File: src/rtl/viterbi_k3_pkg.sv
// Shared constants and helpers for the rate-1/2, K=3 (7,5) Viterbi decoder.
// Trellis states are {u[n-1], u[n-2]}; symbols are {g0 bit, g1 bit}.
package viterbi_k3_pkg;

  localparam int         K      = 3;
  localparam int         NSTATE = 4;
  localparam logic [2:0] G0     = 3'b111;
  localparam logic [2:0] G1     = 3'b101;

  // Encoder output {v0,v1} when input u is applied in trellis state 'state'.
  function automatic logic [1:0] enc_out(input logic [1:0] state, input logic u);
    logic [2:0] shiftReg;
    shiftReg = {u, state};
    return {^(shiftReg & G0), ^(shiftReg & G1)};
  endfunction

  function automatic logic [1:0] hamming2(input logic [1:0] a, input logic [1:0] b);
    logic [1:0] diff;
    diff = a ^ b;
    return {1'b0, diff[1]} + {1'b0, diff[0]};
  endfunction

endpackage

File: src/rtl/viterbi_acs_k3.sv
// Combinational add-compare-select for all four trellis states, followed by
// normalization so the smallest outgoing metric is always zero.
module viterbi_acs_k3
  import viterbi_k3_pkg::*;
#(
  parameter int PM_W = 6
) (
  input  logic [NSTATE-1:0][PM_W-1:0] i_pm,
  input  logic [1:0]                  i_sym,
  output logic [NSTATE-1:0][PM_W-1:0] o_pm,
  output logic [NSTATE-1:0]           o_dec,
  output logic [PM_W:0]               o_min
);

  logic [NSTATE-1:0][PM_W:0] w_sel;
  logic [PM_W:0]             w_min;

  // Next state {u,a} is reached from {a,0} or {a,1}; ties keep the s0=0 predecessor.
  for (genvar ns = 0; ns < NSTATE; ns++) begin : g_acs
    localparam logic [1:0] NS = 2'(ns);
    localparam logic [1:0] P0 = {NS[0], 1'b0};
    localparam logic [1:0] P1 = {NS[0], 1'b1};
    logic [PM_W:0] w_c0;
    logic [PM_W:0] w_c1;
    assign w_c0      = {1'b0, i_pm[P0]} + (PM_W+1)'(hamming2(i_sym, enc_out(P0, NS[1])));
    assign w_c1      = {1'b0, i_pm[P1]} + (PM_W+1)'(hamming2(i_sym, enc_out(P1, NS[1])));
    assign o_dec[ns] = (w_c1 < w_c0);
    assign w_sel[ns] = (w_c1 < w_c0) ? w_c1 : w_c0;
  end

  always_comb begin
    w_min = w_sel[0];
    for (int i = 1; i < NSTATE; i++) begin
      if (w_sel[i] < w_min) w_min = w_sel[i];
    end
  end

  always_comb begin
    o_pm = '0;
    for (int i = 0; i < NSTATE; i++) begin
      o_pm[i] = PM_W'(w_sel[i] - w_min);
    end
  end

  assign o_min = w_min;

endmodule

File: src/rtl/viterbi_dec_k3.sv
// Hard-decision register-exchange Viterbi decoder for the K=3 (7,5) code.
// One symbol per rx_valid cycle; decoded bits emerge TB_DEPTH accepted symbols later.
module viterbi_dec_k3
  import viterbi_k3_pkg::*;
#(
  parameter int TB_DEPTH = 16,
  parameter int PM_W     = 6
) (
  input  logic       clk_sig,
  input  logic       reset_sig,
  input  logic       rx_valid,
  input  logic [1:0] rx_sym,
  output logic       dec_valid,
  output logic       dec_bit,
  output logic       err_sig
);

  localparam int             FILL_W  = $clog2(TB_DEPTH + 1);
  localparam int             PM_MAX  = (1 << PM_W) - 1;
  localparam logic [PM_W-1:0] PM_INIT = PM_W'((PM_MAX > 4) ? 4 : PM_MAX);
  localparam logic [FILL_W-1:0] FILL_FULL = FILL_W'(TB_DEPTH);

  logic [NSTATE-1:0][PM_W-1:0]     r_pm;
  logic [NSTATE-1:0][TB_DEPTH-1:0] r_surv;
  logic [FILL_W-1:0]               r_fillCnt;
  logic                            r_decValid;
  logic                            r_decBit;
  logic                            r_err;

  logic [NSTATE-1:0][PM_W-1:0]     w_newPm;
  logic [NSTATE-1:0]               w_dec;
  logic [PM_W:0]                   w_min;
  logic [NSTATE-1:0][TB_DEPTH-1:0] w_survNext;
  logic [NSTATE-1:0]               w_lost;
  logic [1:0]                      w_best;

  viterbi_acs_k3 #(.PM_W(PM_W)) u_acs (
    .i_pm  (r_pm),
    .i_sym (rx_sym),
    .o_pm  (w_newPm),
    .o_dec (w_dec),
    .o_min (w_min)
  );

  // The bit pushed out of a survivor is the decision made TB_DEPTH symbols ago.
  for (genvar ns = 0; ns < NSTATE; ns++) begin : g_surv
    localparam logic [1:0] NS = 2'(ns);
    logic [1:0] w_pred;
    assign w_pred         = {NS[0], w_dec[ns]};
    assign w_survNext[ns] = {r_surv[w_pred][TB_DEPTH-2:0], NS[1]};
    assign w_lost[ns]     = r_surv[w_pred][TB_DEPTH-1];
  end

  always_comb begin
    w_best = 2'd0;
    for (int i = NSTATE - 1; i >= 0; i--) begin
      if (w_newPm[i] == '0) w_best = 2'(i);
    end
  end

  always_ff @(posedge clk_sig or posedge reset_sig) begin
    if (reset_sig) begin
      for (int i = 0; i < NSTATE; i++) begin
        r_pm[i] <= (i == 0) ? '0 : PM_INIT;
      end
      r_surv     <= '0;
      r_fillCnt  <= '0;
      r_decValid <= 1'b0;
      r_decBit   <= 1'b0;
      r_err      <= 1'b0;
    end else begin
      r_decValid <= 1'b0;
      r_err      <= 1'b0;
      if (rx_valid) begin
        r_pm       <= w_newPm;
        r_surv     <= w_survNext;
        r_err      <= (w_min != '0);
        r_decBit   <= w_lost[w_best];
        r_decValid <= (r_fillCnt == FILL_FULL);
        if (r_fillCnt != FILL_FULL) r_fillCnt <= r_fillCnt + 1'b1;
      end
    end
  end

  assign dec_valid = r_decValid;
  assign dec_bit   = r_decBit;
  assign err_sig   = r_err;

endmodule

File: config.mk
export PLATFORM = sky130hd
export DESIGN_NAME = viterbi_dec_k3
export DESIGN_NICKNAME = d
export VERILOG_FILES = /design/src/rtl/viterbi_k3_pkg.sv /design/src/rtl/viterbi_acs_k3.sv /design/src/rtl/viterbi_dec_k3.sv
export SDC_FILE = /design/constraint.sdc
export NUM_CORES = 1
export LEC_CHECK = 0
export CAP_MARGIN = 0
export CELL_PAD_IN_SITES_DETAIL_PLACEMENT = 1
export CELL_PAD_IN_SITES_GLOBAL_PLACEMENT = 1
export CORE_ASPECT_RATIO = 0.6
export CORE_UTILIZATION = 51
export DETAILED_ROUTE_END_ITERATION = 8
export PLACE_DENSITY_LB_ADDON = 0.05
export SETUP_SLACK_MARGIN = 0.02
export SLEW_MARGIN = 5
export SYNTH_ARGS = -nofsm -noshare
export SYNTH_HDL_FRONTEND = slang
export SYNTH_SLANG_ARGS = --single-unit
export TNS_END_PERCENT = 20
File: constraint.sdc
create_clock -name clk_sig -period 11.85 [get_ports clk_sig]
set_input_delay 2.37 -clock clk_sig [delete_from_list [all_inputs] [get_ports clk_sig]]
set_output_delay 2.37 -clock clk_sig [all_outputs]
set_load 0.03 [all_outputs]
==> flow_summary.yaml <==
run_status:
  status: "finished, final reports clean"
worst_setup_path:
  critical_path_arrival_ps: 11920
  cp_data_required_time_ps: 12070
  reg2reg_depth: 45
  crit_path_start_kind: "input pin"
  r2r_slack_ps: 2190
  worstReg2RegStart: "r_pm[1]"
  cp_max_fo: 14
  cp-end-kind: "register"
  worst_path_largest_cell_delay_ps: 450
  r2r-end: "dec_bit"
  crit_type: "in2reg"
  slowest_stage: "or4_4"
logic_synthesis:
  syn_area_um2: 8672
  ys_seq_area_share_pct: 26.30
  syn_inst: 986
  synth_area_leader_cell: "dfrtp_1"
  avgSynthCellArea_um2: 8.795
  synthTopCellsByArea: "dfrtp_1 (25%), mux2i_1 (8.7%), ha_1 (8.5%), a21oi_1 (5.7%), xnor2_1 (4.5%)"
  ys_ff_latch: 91
  syn_nets: 1050
  synth_top_area_share_pct: 25.39
  yosys_most_used_dff: "dfrtp_1"
  ys_warn_count: 0
  yosys.cell_types.count: 114
  synth_edf_count: 0
  async_reset_ff_share_pct: 100.0
die:
  boundaryPins: 8
  start_util_pct: 52.75
  fp.dieW_um: 170.3
  die_h_um: 103.0
  die-area_um2: 17550
  coreArea_um2: 16440
  rows: 36
layout:
  final-instance-count-excl-fill: 1327
  layout_common_cells: "buf_4 (135), nor2_1 (100), a21oi_1 (92)"
  final_area_um2: 10670
  multiInputGateArea_um2: 6417
  nFillCells: 1888
  nets: 1158
  syn_to_final_growth_pct: 23.04
  antenna_cells: 0
  drive_above_1_share_pct: 28.39
  final_core_util_pct: 64.90
  ff_latch_area_um2: 2281
  final_common_cell: "buf_4"
timing:
  holdWs_ps: 508.0
  drv_slew: 0
  finalCriticalPeriod_ps: 11700
  fin_crit_sh_pct: 98.70
  relSlewSlack_pct: 25.47
  setup_viol: 0
  max_clock_freq_mhz: 85.50
  hold_viol: 0
  tightest_slew_ps: 1118
  finClkSkew_ps: 12.10
route:
  wl_met1_um: 15640
  drt_iter0_markers: 980
  met3_length_um: 3358
  drc: 0
  top_layer_used: "met4"
  routedWlPerCell_um: 27.05
  wl_met2_um: 15840
  drtAntennaViolNets: 0
  vias: 8775
  vias_per_cell: 6.613
  drt_wl_total_um: 35900
  first_pass_iters: 5
global_routing:
  gr-usage-all-layers_pct: 38.19
  globalRouteOverflowTotal: 0
  antenna_found_initial: 0
  grt_pass1_vias: 8632
  grt_max_degree: 95
  grt_pass1_wl_um: 49740
clocking:
  hold_buffers: 0
  clk_path_buf_depth: 2
  path_clk_slew_ps: 70
  h-tree-depth: 3
  cts_tree: "done"
  worstSkewPairLatency_ps: 370
  cts_sinks: 91
  cts_buffers: 9
  clockRootBuffer: "clkbuf_16"
min_path:
  hp-class: "reg2reg"
  hp-start: "r_surv[48]"
  min_to: "r_surv[48]"
  holdPathStages: 1
place:
  dpl.cell_count: 1293
  port_buffers: 7
  gp_congestion: 1.003
  dpl_cell_area_um2: 9784
  dpl.hpwl_um: 24750
run:
  maxCapViolCount: 0
cell families (layout without fill, tap and decap cells):
kind of cell | count (synthesis) | after routing | synth area share [%]
and+or+nand+nor | 283 | 283 | 16.43
buffers and inverters | 106 | 219 | 5.252
AOI/OAI and AO/OA | 266 | 266 | 22.68
adders and majority gates | 67 | 67 | 9.494
xor gates and xnor gates | 70 | 70 | 7.401
muxes | 103 | 103 | 12.44
DFF | 91 | 91 | 26.30
layer usage:
| layer | track usage (%) | up-vias |
|---|---|---|
| met4 | 10.74 | 0 |
| met2 | 57.57 | 444 |
| met5 | 0 | - |
| met3 | 12.48 | 106 |
| li1 | - | 3802 |
| met1 | 52.25 | 4423 |
registers in the layout (all words and copies together) (netlist names):
name,count
dec_bit,1
dec_valid,1
err_sig,1
r_fillCnt,5
r_pm,24
r_surv,59
cells in the mapped netlist, types with 5 or more instances:
master	n
a31oi_1	6
nand3b_1	5
nand3_1	22
a22oi_1	5
o21a_1	8
ha_1	59
buf_6	5
nor3_1	8
a21oi_1	98
mux2i_1	75
xor2_1	22
clkbuf_1	25
a21o_1	10
nor2_1	104
and2_1	12
nand4_1	12
xnor2_1	45
nor2b_1	20
or2_2	7
o21ai_1	5
o211ai_1	5
inv_1	56
buf_1	5
nand2b_1	12
mux2_2	22
a211oi_1	5
o22ai_1	5
buf_2	12
o21ai_0	28
o221ai_1	6
a21oi_2	5
dfrtp_1	88
nand2_1	46
cell type report:
cell class | count | area share, %
clock inverters | 6 | 0.8912
well taps | 228 | 2.674
clock buffers | 10 | 2.240
multi-input cells | 789 | 60.14
flip-flops and latches | 91 | 21.38
inverters | 57 | 2.040
repair buffers | 146 | 10.64
critical path, delay by kind of cell:
| kind | cells | cell delay (ps) |
|---|---|---|
| muxes | 1 | 170 |
| and+or+nand+nor | 10 | 1520 |
| AOI/OAI and AO/OA | 19 | 3900 |
| adders and majority gates | 9 | 2480 |
| buffers and inverters | 8 | 1170 |
| xor gates and xnor gates | 2 | 280 |
through the flow:
step / setup TNS, ps / setup WS [ps]
final: 0 / 154.1
after global routing: -169.6 / -169.6
after CTS: 0 / 25.91
after detailed placement: -1142 / -634.2
after global placement: -35.13 / -35.13
after floorplan: 0 / 35.85
what timing repair did:
action,4_1_cts,5_1_grt
endpoints found under the setup margin,2,6
gates resized for setup,24,63
pin swaps,13,31
buffers inserted,7,11
worst max path at each step:
stage          startpoint      end  slack [ps]  cells after the start
6_report        rx_sym[0]  dec_bit         150                     49
3_5_place_dp    rx_sym[0]  dec_bit        -630                     50
3_3_place_gp    rx_sym[0]  dec_bit         -40                     50
4_1_cts         rx_sym[0]  dec_bit          30                     47
5_1_grt         rx_sym[1]  dec_bit        -170                     51
2_1_floorplan   rx_sym[0]  dec_bit          40                     50
Power is left out: the tool's default activity adds up to more than one toggle a clock period on the data nets, which glitch-free logic cannot reach.
